File: src/rtl/lsu_mem_ctrl.sv
// Load/store unit memory controller: turns one decoded load or store into a
// single word-aligned memory request and returns sign- or zero-extended load data.
module lsu_mem_ctrl (
  input  logic        clk,
  input  logic        rst_n,
  input  logic        op_valid,
  output logic        op_ready,
  input  logic        op_is_load,
  input  logic        op_zero_ext,
  input  logic [1:0]  op_size,
  input  logic [4:0]  op_rd,
  input  logic [31:0] op_base,
  input  logic [11:0] op_imm,
  input  logic [31:0] op_wdata,
  output logic        mem_req_valid,
  input  logic        mem_req_ready,
  output logic [31:0] mem_addr,
  output logic        mem_we,
  output logic [3:0]  mem_be,
  output logic [31:0] mem_wdata,
  input  logic        mem_rsp_valid,
  input  logic [31:0] mem_rdata,
  output logic        wb_valid,
  output logic [4:0]  wb_rd,
  output logic [31:0] wb_data,
  output logic        misalign
);

  typedef enum logic [1:0] {S_IDLE, S_REQ, S_WAIT_RSP, S_WB} state_t;

  state_t      state_q;
  logic        op_ready_q;
  logic        mem_req_valid_q;
  logic [31:0] mem_addr_q;
  logic        mem_we_q;
  logic [3:0]  mem_be_q;
  logic [31:0] mem_wdata_q;
  logic        wb_valid_q;
  logic [4:0]  wb_rd_q;
  logic [31:0] wb_data_q;
  logic        misalign_q;

  // Op fields kept for the load-return path; captured only on accept.
  logic [1:0]  off_q;
  logic [1:0]  size_q;
  logic        zext_q;
  logic [4:0]  rd_q;

  logic [31:0] ea_d;
  logic        misal_d;
  logic        accept_d;

  function automatic logic is_misaligned(input logic [1:0] off, input logic [1:0] size);
    case (size)
      2'd0:    is_misaligned = 1'b0;
      2'd1:    is_misaligned = off[0];
      2'd2:    is_misaligned = (off != 2'd0);
      default: is_misaligned = 1'b1;
    endcase
  endfunction

  function automatic logic [3:0] lane_mask(input logic [1:0] off, input logic [1:0] size);
    case (size)
      2'd0:    lane_mask = 4'b0001 << off;
      2'd1:    lane_mask = 4'b0011 << {off[1], 1'b0};
      2'd2:    lane_mask = 4'b1111;
      default: lane_mask = 4'b0000;
    endcase
  endfunction

  function automatic logic [31:0] store_data(input logic [31:0] wdata, input logic [1:0] size);
    case (size)
      2'd0:    store_data = {4{wdata[7:0]}};
      2'd1:    store_data = {2{wdata[15:0]}};
      default: store_data = wdata;
    endcase
  endfunction

  function automatic logic [31:0] load_ext(input logic [31:0] rdata, input logic [1:0] off,
                                           input logic [1:0] size, input logic zext);
    logic [31:0] b_sh;
    logic [31:0] h_sh;
    b_sh = rdata >> {off, 3'b000};
    h_sh = rdata >> {off[1], 4'b0000};
    case (size)
      2'd0:    load_ext = zext ? {24'd0, b_sh[7:0]}  : {{24{b_sh[7]}}, b_sh[7:0]};
      2'd1:    load_ext = zext ? {16'd0, h_sh[15:0]} : {{16{h_sh[15]}}, h_sh[15:0]};
      default: load_ext = rdata;
    endcase
  endfunction

  always_comb begin
    ea_d     = op_base + {{20{op_imm[11]}}, op_imm};
    misal_d  = is_misaligned(ea_d[1:0], op_size);
    accept_d = op_valid && op_ready_q;
  end

  always_ff @(posedge clk) begin
    if (accept_d) begin
      off_q  <= ea_d[1:0];
      size_q <= op_size;
      zext_q <= op_zero_ext;
      rd_q   <= op_rd;
    end
  end

  always_ff @(posedge clk or negedge rst_n) begin
    if (!rst_n) begin
      state_q         <= S_IDLE;
      op_ready_q      <= 1'b0;
      mem_req_valid_q <= 1'b0;
      mem_addr_q      <= '0;
      mem_we_q        <= 1'b0;
      mem_be_q        <= '0;
      mem_wdata_q     <= '0;
      wb_valid_q      <= 1'b0;
      wb_rd_q         <= '0;
      wb_data_q       <= '0;
      misalign_q      <= 1'b0;
    end else begin
      wb_valid_q <= 1'b0;
      misalign_q <= 1'b0;
      case (state_q)
        S_IDLE: begin
          op_ready_q <= 1'b1;
          if (accept_d) begin
            if (misal_d) begin
              misalign_q <= 1'b1;
            end else begin
              state_q         <= S_REQ;
              op_ready_q      <= 1'b0;
              mem_req_valid_q <= 1'b1;
              mem_addr_q      <= {ea_d[31:2], 2'b00};
              mem_we_q        <= !op_is_load;
              mem_be_q        <= lane_mask(ea_d[1:0], op_size);
              mem_wdata_q     <= op_is_load ? 32'd0 : store_data(op_wdata, op_size);
            end
          end
        end
        // Request outputs are only touched on the handshake, so they hold under backpressure.
        S_REQ: begin
          if (mem_req_ready) begin
            mem_req_valid_q <= 1'b0;
            if (mem_we_q) begin
              state_q    <= S_IDLE;
              op_ready_q <= 1'b1;
            end else begin
              state_q <= S_WAIT_RSP;
            end
          end
        end
        S_WAIT_RSP: begin
          if (mem_rsp_valid) begin
            state_q <= S_WB;
            if (rd_q != 5'd0) begin
              wb_valid_q <= 1'b1;
              wb_rd_q    <= rd_q;
              wb_data_q  <= load_ext(mem_rdata, off_q, size_q, zext_q);
            end
          end
        end
        S_WB: begin
          state_q    <= S_IDLE;
          op_ready_q <= 1'b1;
        end
        default: state_q <= S_IDLE;
      endcase
    end
  end

  assign op_ready      = op_ready_q;
  assign mem_req_valid = mem_req_valid_q;
  assign mem_addr      = mem_addr_q;
  assign mem_we        = mem_we_q;
  assign mem_be        = mem_be_q;
  assign mem_wdata     = mem_wdata_q;
  assign wb_valid      = wb_valid_q;
  assign wb_rd         = wb_rd_q;
  assign wb_data       = wb_data_q;
  assign misalign      = misalign_q;

endmodule

File: config.mk
export PLATFORM = sky130hd
export DESIGN_NAME = lsu_mem_ctrl
export DESIGN_NICKNAME = d
export VERILOG_FILES = /design/src/rtl/lsu_mem_ctrl.sv
export SDC_FILE = /design/constraint.sdc
export NUM_CORES = 1
export LEC_CHECK = 0
export BUFFER_PORTS_ARGS = -buffer_cell sky130_fd_sc_hd__buf_2
export CAP_MARGIN = 15
export CORE_ASPECT_RATIO = 0.6
export CORE_MARGIN = 1.5
export CORE_UTILIZATION = 42
export DETAILED_ROUTE_END_ITERATION = 7
export PLACE_DENSITY_LB_ADDON = 0.3
export SLEW_MARGIN = 20
export SYNTH_ARGS = -nofsm -noshare
export SYNTH_HDL_FRONTEND = slang
export SYNTH_SLANG_ARGS = --single-unit
File: constraint.sdc
create_clock -name clk -period 3.3 [get_ports clk]
set_input_delay 0.33 -clock clk [delete_from_list [all_inputs] [get_ports clk]]
set_output_delay 0.33 -clock clk [all_outputs]
set_load 0.005 [all_outputs]
==> flow_summary_export.csv <==
group,metric,value,unit
outcome,status,"finished clean",
global_route,overflow,0,
synthesis,synth-compound-area-share,0.219,
drt,first_pass_iters,5,
cells_and_area,layout_common_cells,"buf_2 (228), nand2_1 (152), dfrtp_1 (110)",
synthesis,syn_area_per_cell,8.84,um2
clock_tree,cts_buffers,17,
worst_setup_path,r2r_start,"off_q[1]",
floorplanning,dieWidth,171,um
clock_tree,cts.sinks,120,
power_and_ir_drop,peakVddDrop,0.307,mV
synthesis,yosys.area.top_type,"dfrtp_1",
power_and_ir_drop,p_seq_frac,0.371,
global_route,grt_pass1_vias,6262,
min_path,hp-class,"input port to register",
timing,fin_crit,2.58,ns
global_route,grt_usage,0.249,
drt,drc_errors,0,
synthesis,synthMuxAreaShare,0.0415,
synthesis,synth_cell_types,64,
worst_setup_path,required,3.57,ns
timing,holdWs,0.0982,ns
worst_setup_path,crit_type,"input port to register",
run,cap_violations,0,
worst_setup_path,start_kind,"input port",
power_and_ir_drop,power.share.clock,0.280,
worst_setup_path,critPathMaxFanout,5,
floorplanning,fp.dieH,104,um
timing,min_period_over_period,0.783,
worst_setup_path,rr_worst_depth,5,
timing,fin_worst_skew,0.0104,ns
clock_tree,postCtsSetupBuffers,0,
synthesis,yosysWarnings,0,
worst_setup_path,timing.critical_path.buf_inv,2,
synthesis,synth_top_area_frac,0.389,
worst_setup_path,cp.depth,12,
timing,final_max_slew_viol_count,0,
power_and_ir_drop,internal-power,4270,uW
timing,setup-violations-final,0,
placement,dp_hpwl,16500,um
power_and_ir_drop,p_per_area,744,nW/um2
placement,gp_congestion,0.979,
worst_setup_path,crit_end,"mem_addr[24]",
synthesis,synthXorXnorAreaFrac,0.0322,
synthesis,netlist_instances,801,
synthesis,yosysSeqAreaShare,0.431,
synthesis,synth_top_family_by_area,"compound AO/OA/AOI/OAI gates",
worst_setup_path,crit_slowest_cell,"o41ai_2",
cells_and_area,nets,1167,
power_and_ir_drop,swShare,0.361,
synthesis,synth_edf_count,10,
worst_setup_path,path_delay_family,"compound AO/OA/AOI/OAI gates",
placement,placed_area,8390,um2
worst_setup_path,reg2reg_to,"wb_data[11]",
drt,viasPerCell,5.34,
worst_setup_path,crit_path_cell_trace,"buf_2 -> ha_1 -> inv_1 -> fa_1 -> nor2b_4 -> o211ai_2 -> a31oi_4 -> o41ai_2 -> o21bai_1 -> a21boi_1 -> xor2_1 -> o21ai_1",
drt,dr.first_iter.drc_count,669,
timing,rsz0062_at_grt,"no",
power_and_ir_drop,switchingPower,2410,uW
synthesis,synth-seq-cells,120,
min_path,worstHoldStart,"op_rd[2]",
synthesis,async_reset_ff_frac,0.917,
drt,drt.antenna.violating_nets,0,
cells_and_area,design_area,8980,um2
global_route,grt_antenna_before_repair,1,
cells_and_area,final_common_cell,"buf_2",
drt,wl_per_cell,17.2,um
floorplanning,core_area,16400,um2
timing,relSlewSlack,0.393,
timing,worstMarginPinSlew,0.908,ns
floorplanning,rows,36,
clock_tree,path_clk_slew,0.06,ns
timing,timing_hold_violations_final,0,
worst_setup_path,r2r_slack,1.16,ns
synthesis,yosys.area_share.simple,0.165,
floorplanning,io_pins,232,
worst_setup_path,setup.worst_path.end_class,"register",
floorplanning,dieArea,17700,um2
synthesis,netlist_area,7080,um2
floorplanning,start_util,0.433,
clock_tree,htree_levels,4,
clock_tree,clk_latency,0.40,ns
cells_and_area,syn_to_final_growth,26.9,%
worst_setup_path,arrival,2.86,ns
drt,wl,21600,um
clock_tree,clockBufferDepth,2,
synthesis,synthAdderAreaFrac,0.0576,
placement,numPortBuffers,229,
cells_and_area,final_layout_size_suffix_gt1_frac,0.284,
global_route,grt_pass1_wl,34200,um
clock_tree,cts_tree,"built",
cells_and_area,antennaDiodeCount,0,
worst_setup_path,critical_path.startpoint,"op_base[0]",
power_and_ir_drop,combPwrFrac,0.348,
timing,timing.setup.tns,0,ns
drt,via_count,6702,
timing,fmax,387,MHz
global_route,grt_max_degree,50,
synthesis,synth_area_leaders,"dfrtp_1 (39%), nand2_1 (8.1%), ha_1 (5.5%), a21oi_1 (4.5%), edfxtp_1 (4.2%)",
clock_tree,clockRootBuffer,"clkbuf_16",
synthesis,synth_flop_cell,"dfrtp_1",
worst_setup_path,worst_path_largest_cell_delay,0.70,ns
power_and_ir_drop,p_leak,0.00442,uW
sequential cells by signal (all words and copies together), names as in the netlist, 2 cells and up, named ones only:
register / count
mem_addr: 30
rd_q: 5
mem_wdata: 32
size_q: 2
mem_be: 4
wb_data: 32
off_q: 2
wb_rd: 5
cell type report:
cell class                 count  area (um2)
sequential                   120        3050
multi-input combinational    599        3660
tap                          228         285
clock buffer                  19         443
fill                        1542        7370
inverter                      30         113
timing repair buffer         245        1280
clock inverter                13         145
metal layers:
| metal | part of all wire | global-route usage |
|---|---|---|
| met1 | 0.53 | 0.414 |
| met2 | 0.38 | 0.311 |
| met4 | 0.015 | 0.0702 |
| met3 | 0.079 | 0.0546 |
| met5 | 0 | 0 |
repair_timing:
item                      CTS  global route
resized for setup           0             0
hold endpoints to repair   43             0
hold buffers                1             0
metrics by stage:
step                instances  setup slack [ns]   util  power, uW
global placement         1221             0.500  0.513       4780
floorplan                 802             0.891      -       3730
detailed placement       1221             0.462  0.513       4820
CTS                      1254             0.892  0.549       6730
global route             1254             0.647  0.549       7150
finish                   1254             0.716  0.549       6680
cell usage after synthesis (all sizes together) (2+ instances only):
master and instances:
nand2 152, dfrtp 110, o21ai 93, a21oi 64, nor2 49, clkbuf 46, ha 31, inv 30
mux2i 26, o31ai 25, xnor2 16, nand3 14, nand2b 12, a21o 10, edfxtp 10, nand4 10
xor2 10, a221oi 9, a222oi 7, buf 7, nor2b 7, nor3 6, o21bai 6, nor3b 5
o211ai 5, a21boi 4, a41oi 4, o21a 4, a31oi 3, o41ai 3, or3 3, or4 3
a2111oi 2, and3 2
how the worst min path moves through the flow:
stage | to | slack (ns) | cells after the start
after global routing | rd_q[1] | 0.08 | 1
after global placement | wb_rd[4] | 0.40 | 1
after floorplan | async pin | 0.03 | 0
after CTS | rd_q[2] | 0.08 | 1
final | rd_q[2] | 0.1 | 1
after detailed placement | wb_rd[4] | 0.40 | 1
power by group through the flow:
stage	Clock [uW]	Combinational, uW	Sequential [uW]
finish	1870	2330	2480
global route	1980	2610	2560
CTS	1920	2330	2480
detailed placement	0	2330	2500
global placement	0	2300	2490
floorplan	0	1230	2500
cell families after synthesis:
logic type,Yosys count
flops,120
buf+inv,83
simple gates,265
fa+ha+maj,32
xor+xnor,26
other cells,1
mux,28
compound gates,246
Note: power is estimated with default switching activity, not from simulation.
